$ cat src/rtl/pattern_shifter_if.sv
// rtl/pattern_shifter_if.sv - control and serial-output signal bundle for pattern_shifter
interface pattern_shifter_if #(
    parameter int WIDTH = 8
);
    localparam int LW = (WIDTH > 1) ? $clog2(WIDTH) : 1;

    logic             load;
    logic [WIDTH-1:0] pattern;
    logic [LW-1:0]    len;
    logic             repeat_en;
    logic             step;
    logic             stop;

    logic             w;
    logic             w_valid;
    logic             busy;
    logic             done;
    logic             wrap;
    logic [LW-1:0]    bit_idx;
    logic [7:0]       sent_cnt;

    modport master (
        output load, pattern, len, repeat_en, step, stop,
        input  w, w_valid, busy, done, wrap, bit_idx, sent_cnt
    );

    modport slave (
        input  load, pattern, len, repeat_en, step, stop,
        output w, w_valid, busy, done, wrap, bit_idx, sent_cnt
    );
endinterface

$ cat src/rtl/pattern_shifter.sv
// rtl/pattern_shifter.sv - serial pattern emitter feeding a sequence detector
module pattern_shifter #(
    parameter int WIDTH = 8
) (
    input  logic              clk,
    input  logic              resetn,
    pattern_shifter_if.slave  bus
);
    localparam int LW = (WIDTH > 1) ? $clog2(WIDTH) : 1;

    typedef enum logic [1:0] {IDLE, RUN, DONE} state_t;

    state_t           state;
    logic [WIDTH-1:0] pat_r;
    logic [LW-1:0]    len_r;
    logic             rep_r;

    logic             w_r;
    logic             w_valid_r;
    logic             busy_r;
    logic             done_r;
    logic             wrap_r;
    logic [LW-1:0]    idx_r;
    logic [7:0]       cnt_r;

    logic [LW-1:0]    next_idx;

    // index of the bit that follows the one currently on w
    assign next_idx = idx_r + LW'(1);

    // every output is a register so downstream sees no input-to-output path
    assign bus.w        = w_r;
    assign bus.w_valid  = w_valid_r;
    assign bus.busy     = busy_r;
    assign bus.done     = done_r;
    assign bus.wrap     = wrap_r;
    assign bus.bit_idx  = idx_r;
    assign bus.sent_cnt = cnt_r;

    // IDLE/RUN/DONE sequencer; outputs are computed for the cycle after each edge
    always_ff @(posedge clk or negedge resetn) begin
        if (!resetn) begin
            state     <= IDLE;
            pat_r     <= '0;
            len_r     <= '0;
            rep_r     <= 1'b0;
            w_r       <= 1'b0;
            w_valid_r <= 1'b0;
            busy_r    <= 1'b0;
            done_r    <= 1'b0;
            wrap_r    <= 1'b0;
            idx_r     <= '0;
            cnt_r     <= '0;
        end else begin
            done_r <= 1'b0;
            wrap_r <= 1'b0;
            case (state)
                IDLE: begin
                    // load beats stop here; stop has no meaning outside RUN
                    if (bus.load) begin
                        pat_r     <= bus.pattern;
                        len_r     <= bus.len;
                        rep_r     <= bus.repeat_en;
                        idx_r     <= '0;
                        cnt_r     <= '0;
                        w_r       <= bus.pattern[0];
                        w_valid_r <= 1'b1;
                        busy_r    <= 1'b1;
                        state     <= RUN;
                    end
                end
                RUN: begin
                    if (bus.stop) begin
                        // abort: the bit on w is dropped, index and count frozen
                        w_r       <= 1'b0;
                        w_valid_r <= 1'b0;
                        busy_r    <= 1'b0;
                        state     <= IDLE;
                    end else if (bus.step) begin
                        if (cnt_r != 8'hFF) begin
                            cnt_r <= cnt_r + 8'd1;
                        end
                        if (idx_r != len_r) begin
                            idx_r <= next_idx;
                            w_r   <= pat_r[next_idx];
                        end else if (rep_r) begin
                            idx_r  <= '0;
                            w_r    <= pat_r[0];
                            wrap_r <= 1'b1;
                        end else begin
                            // bit_idx stays on the last bit for status readback
                            w_r       <= 1'b0;
                            w_valid_r <= 1'b0;
                            busy_r    <= 1'b0;
                            done_r    <= 1'b1;
                            state     <= DONE;
                        end
                    end
                end
                DONE: begin
                    // single-cycle done pulse already registered; load is ignored here
                    state <= IDLE;
                end
                default: begin
                    state <= IDLE;
                end
            endcase
        end
    end
endmodule

$ cat src/flat_wrapper.sv
// flat-port wrapper written by rule: the top's interface ports become plain ports
module pattern_shifter_flat 
#(
    parameter int WIDTH = 8
)
  (clk, resetn, bus_load, bus_pattern, bus_len, bus_repeat_en, bus_step, bus_stop, bus_w, bus_w_valid, bus_busy, bus_done, bus_wrap, bus_bit_idx, bus_sent_cnt);
  pattern_shifter_if #(.WIDTH(WIDTH)) bus_i ();
  input  logic clk;
  input  logic resetn;
  input wire logic [$bits(bus_i.load)-1:0] bus_load;
  input wire logic [$bits(bus_i.pattern)-1:0] bus_pattern;
  input wire logic [$bits(bus_i.len)-1:0] bus_len;
  input wire logic [$bits(bus_i.repeat_en)-1:0] bus_repeat_en;
  input wire logic [$bits(bus_i.step)-1:0] bus_step;
  input wire logic [$bits(bus_i.stop)-1:0] bus_stop;
  output wire logic [$bits(bus_i.w)-1:0] bus_w;
  output wire logic [$bits(bus_i.w_valid)-1:0] bus_w_valid;
  output wire logic [$bits(bus_i.busy)-1:0] bus_busy;
  output wire logic [$bits(bus_i.done)-1:0] bus_done;
  output wire logic [$bits(bus_i.wrap)-1:0] bus_wrap;
  output wire logic [$bits(bus_i.bit_idx)-1:0] bus_bit_idx;
  output wire logic [$bits(bus_i.sent_cnt)-1:0] bus_sent_cnt;
  assign bus_i.load = bus_load;
  assign bus_i.pattern = bus_pattern;
  assign bus_i.len = bus_len;
  assign bus_i.repeat_en = bus_repeat_en;
  assign bus_i.step = bus_step;
  assign bus_i.stop = bus_stop;
  assign bus_w = bus_i.w;
  assign bus_w_valid = bus_i.w_valid;
  assign bus_busy = bus_i.busy;
  assign bus_done = bus_i.done;
  assign bus_wrap = bus_i.wrap;
  assign bus_bit_idx = bus_i.bit_idx;
  assign bus_sent_cnt = bus_i.sent_cnt;
  pattern_shifter #(.WIDTH(WIDTH)) u_core (.clk(clk), .resetn(resetn), .bus(bus_i));
endmodule
$ cat config.mk
export PLATFORM = sky130hd
export DESIGN_NAME = pattern_shifter_flat
export DESIGN_NICKNAME = d
export VERILOG_FILES = /design/src/rtl/pattern_shifter_if.sv /design/src/rtl/pattern_shifter.sv /design/src/flat_wrapper.sv
export SDC_FILE = /design/constraint.sdc
export NUM_CORES = 1
export LEC_CHECK = 0
export CORE_MARGIN = 2
export CORE_UTILIZATION = 53
export CTS_CLUSTER_SIZE = 25
export DETAILED_ROUTE_END_ITERATION = 16
export PLACE_DENSITY = 0.84
export RECOVER_POWER = 50
export SLEW_MARGIN = 5
export SYNTH_ARGS = -nofsm -noshare
export SYNTH_HDL_FRONTEND = slang
export SYNTH_SLANG_ARGS = --single-unit
$ cat constraint.sdc
create_clock -name clk -period 4.7 [get_ports clk]
set_input_delay 0.47 -clock clk [delete_from_list [all_inputs] [get_ports clk]]
set_output_delay 0.47 -clock clk [all_outputs]
set_load 0.05 [all_outputs]
Word-level counts from Yosys, hierarchy flattened:

Cells that the tools add are included.

* add/subtract/negate cells: 2
* equality and inequality tests: 11
* muxes and demuxes: 41
* magnitude comparators: 1
* reduce and logical (&&, ||, !) cells: 8

Operators with widths (count)
* $mux W8: 4
* $mux W1: 21
* $pmux W8 S2: 1
* $mux W3: 5
* $reduce_and A5 Y1: 3
* $mux W2: 5
* $ne A3 B3 Y1 const B: 3
* $add A8 B1 Y8 const B: 1
* $ne A8 B8 Y1 const B: 1
* $ne A2 B2 Y1 const B: 3
* $pmux W3 S2: 1
* $lt A3 B4 Y1 const B: 1
* $pmux W1 S2: 2
* $pmux W2 S2: 1
* $reduce_and A4 Y1: 1
* $add A3 B1 Y3 const B: 1
* $bmux W1 S3: 1
* $ne A3 B1 Y1 const B: 1
* $ne A3 B3 Y1: 1
* $reduce_and A3 Y1: 1
* $eq A2 B1 Y1 const B: 1
* $logic_not A2 Y1: 1
* $ne A2 B1 Y1 const B: 1
* $reduce_and A2 Y1: 1
* $reduce_bool A2 Y1: 1

* flip-flop bits (word level): 29
* logic and storage cells: 73
* input port bits: 17

Logic depth before layout (Yosys ltp):

* word-level depth: 7
* gate-level depth with buffers: 6
* mapped depth without buffers: 6

Worst setup path after synthesis:

OpenSTA, ideal clock, no wires.

* kind: flip-flop to flip-flop
* start: reg u_core.idx_r[0] (netlist: u_core.bus.bit_idx[0])
* end: reg u_core.w_r (netlist: u_core.bus.w)
* period minus slack after synthesis: 2.042 ns
* cell stages (with the launch flop): 7
* arrival: 1.901 ns
* required time: 4.559 ns
* library setup time: 0.141 ns
* slack: 2.658 ns
* cell sequence: dfrtp_1 -> ha_1 -> xor2_1 -> mux4_2 -> nand2b_1 -> nand3_1 -> a41oi_1

* longest elaborated chain between the ends: 7

Ends and longest elaborated chain
* from (decl): line pattern_shifter.sv:23 `logic [LW-1:0] idx_r;`
* from (signal assigned): line pattern_shifter.sv:84 `idx_r <= next_idx;`
* $add A3 B1 Y3: line pattern_shifter.sv:29 `assign next_idx = idx_r + LW'(1);`
* $bmux W1 S3: line pattern_shifter.sv:85 `w_r <= pat_r[next_idx];`
* $mux W1 (implied by the code): line pattern_shifter.sv:85
* $mux W1 (*): line pattern_shifter.sv:83 `if (idx_r != len_r) begin`
* $mux W1 (*): line pattern_shifter.sv:79 `end else if (bus.step) begin`
* $mux W1 (*): line pattern_shifter.sv:73 `if (bus.stop) begin`
* $pmux W1 S2 (*): line pattern_shifter.sv:57 `case (state)`
* to (signal assigned): line pattern_shifter.sv:66 `w_r <= bus.pattern[0];`
* to (signal assigned): line pattern_shifter.sv:85
* to (signal assigned): line pattern_shifter.sv:88 `w_r <= pat_r[0];`
* to (decl): line pattern_shifter.sv:18 `logic w_r;`

Every way passes the cells marked *; elsewhere a longest branch is shown, timed or not. The select of a mux whose other input is x is not followed.
A chain may end at the register's enable or synchronous reset.

Worst setup path in the final report:

* start: reg u_core.idx_r[0] (netlist: u_core.bus.bit_idx[0])
* end: out bus_bit_idx[0]

RTL lines
* to (decl): line flat_wrapper.sv:21 `output wire logic [$bits(bus_i.bit_idx)-1:0] bus_bit_idx;`

No word-level cell between the ends.

==> metrics <==
status=complete, but fails checks; violated checks=capacitance limit, slew limit; dpl cell area=1790 um^2; CTS Sinks=29; Setup Viol. Count Final=0; final core occ=73.3%; # rows=18; largest net degree at the start of global routing=30; PD cells=532 nW/um^2; syn_area_per_cell=11.3 um^2; synth cell count leaders=dfrtp_1 (29), mux2_2 (12), nor2_1 (10); core area=2520 um^2; Final min period=2.14 ns; RSZ-0062 raised after global routing=no; Yosys top cell by area=dfrtp_1; total length of routed wires=2820 um; num ports=33; Routed WL per cell=14.5 um; vias in the first global route=1037; DIE AREA=3150 um^2; endpoints failing hold=0; antenna violations before repair=0; Crit Path Max Fanout=8; Max Clk Rate=0.468 GHz; layout cell share with drive strength beyond 1=15.8%; DRC=0; Final Instance Area=1850 um^2; Worst setup startpoint=u_core.bus.bit_idx[0]$_DFFE_PN0P_; CP required=4.23 ns; area share of xor/xnor cells in the synthesized design=5.47%; Max Slew Vio Count=29; Die Height=56.1 um; Lkg Pwr=0.765 nW; clock-pin slew on the worst setup and hold paths=0.09 ns; Simple-Gate Fraction of Synth Area=19.1%; post-synthesis mux area share=12.3%; slowest stage delay, CP=0.85 ns; H-tree levels=2; FFs w/ async S/R, synth=100%; post-synth cell types=37; most frequent cell after synthesis=dfrtp_1; CP Capture Type=output pin; placed insts=187; Rel. slew slack=-0.306%; number of fill cells=205; max cap viols=1; Area contributors post-synth=dfrtp_1 (50%), mux2_2 (9.4%), xnor2_1 (3.0%), nand3b_1 (2.6%), nor2_1 (2.6%); total gr overflow=0; Worst Min Path Start=u_core.pat_r[1]$_DFFE_PN0P_; worst r2r src=u_core.bus.bit_idx[0]$_DFFE_PN0P_; worst hold path class=register to register; WP buf/inv=1; Cells after Synth=127; multi-input logic area=683 um^2; clk root buf=clkbuf_4; top cell type's share of synthesized area=50.4%; Mapped Nets=146; largest family of logic cells by synthesized area=simple AND/OR/NAND/NOR gates; crit path launch type=register; maximum clock insertion buffer count=2; post-CTS setup buffer count=0; global-route wire length before repair=4710 um; final RePlAce weighted congestion=0.752; GRT Total Usage=19.7%; synthesis-to-finish area growth=28.3%; Via Count=1079; Crit path arrival time=1.67 ns; length of the first detailed-routing pass in iterations=4; warning count from the yosys run=0; setup_tns=0 ns; Top delay family on crit path=buffers and inverters; crit-path cells=clkdlybuf4s50_1; EDFF count, synth=0; Detail Placement HPWL=2120 um; Finished Layout Cells=195; dpl ws=2.38 ns; Hold WS=0.515 ns; hold_buf cts=0; Crit Path Class=register to output pin; area of the mapped netlist=1440 um^2; CTS tree=yes; Compound-Gate Fraction of Synth Area=9.21%; sequential area share after synthesis=50.4%; final worst setup slack=2.56 ns; worst vdd ir=429 uV; Initial DRC Count=33; Initial Util=57.1%; Worst Tran Pin Value=1.50 ns; Num CTS Buffers=5; clock skew=0.00566 ns; total power=0.984 mW; Clk Latency, worst-skew pair=0.32 ns; Synth Register Bits=29; post-route clock period utilization=45.5%; Nets=183; Post-synth top flop=dfrtp_1; DRT antenna net count=0; Crit-path slowest cell=clkdlybuf4s50_1; ANT cells=0; DR vias/cell=5.53; adder-cell share of the synthesized area=1.74%; input/output buffers=32; register area=726 um^2; die width=56.1 um; PostCTS Resize Cnt=0
==> per-layer routing <==
metal	wire (um)	vias up	GRT usage [%]	share of wire (%)
li1	-	534	-	-
met1	1270	507	24.8	45
met2	1340	30	30.6	47
met3	168	8	6.51	6.0
met4	48	0	8.84	1.7
met5	0	-	0	0
==> report_power, final <==
part	switching (mW)	internal, mW	total, mW
clock network	0.0846	0.0866	0.171
registers	0.0625	0.317	0.380
logic	0.246	0.187	0.433
total	0.393	0.591	0.984
==> placed cells by master, fill, tap and decap left out <==
cell type,instances
nand3_1,4
o22ai_1,1
mux2_2,12
nand3b_1,5
nand2_1,7
o21ai_0,6
a41oi_1,1
a21o_1,3
clkbuf_8,2
nor4_1,3
nand4_1,1
and3_1,2
clkbuf_4,5
nor2_2,1
clkdlybuf4s50_1,30
mux4_2,1
dfrtp_1,29
nor2_1,10
clkinv_2,1
inv_1,2
mux2i_1,2
a32o_1,1
o21bai_1,2
nor3_1,2
o21ai_1,1
xor2_1,4
or3_1,1
nor2b_1,1
or2b_1,1
and4_1,1
a21oi_1,4
clkbuf_1,1
xnor2_1,5
nand2b_1,2
nor3_2,3
dlygate4sd3_1,2
nor4b_1,1
ha_1,2
o31ai_1,2
nand2b_4,1
==> final timing paths <==
check                                              end  slack, ns  cells after the start
min                        u_core.pat_r[1]$_DFFE_PN0P_       0.51                      1
min reg2reg                u_core.pat_r[1]$_DFFE_PN0P_       0.51                      1
max                                     bus_bit_idx[0]       2.56                      1
max reg2reg                   u_core.bus.w$_DFFE_PN0P_       2.80                      6
max in group asynchronous     u_core.bus.w$_DFFE_PN0P_       2.79                      2
min in group asynchronous  u_core.state[0]$_DFFE_PN0P_       1.03                      2
==> final cells by class <==
class,count,share of cell area [%]
Multi-Input combinational cell,93,37.0
Sequential cell,29,39.3
Inverter,2,0.406
Tap cell,30,2.03
Clock inverter,1,0.271
Timing Repair Buffer,33,17.5
Clock buffer,7,3.52
==> registers in the layout, summed over array words and instances (netlist names) <==
| signal | cells |
|---|---|
| u_core.state | 2 |
| u_core.pat_r | 8 |
| u_core.bus.wrap | 1 |
| u_core.bus.done | 1 |
| u_core.bus.sent_cnt | 8 |
| u_core.rep_r | 1 |
| u_core.bus.bit_idx | 3 |
| u_core.bus.busy | 1 |
| u_core.bus.w | 1 |
| u_core.len_r | 3 |
==> kinds of logic after synthesis <==
group	Yosys count
simple gates	46
flops	29
compound gates	21
mux	15
xor+xnor	9
buf+inv	5
fa+ha+maj	2
No activity file was read; power rests on OpenSTA's default activity.
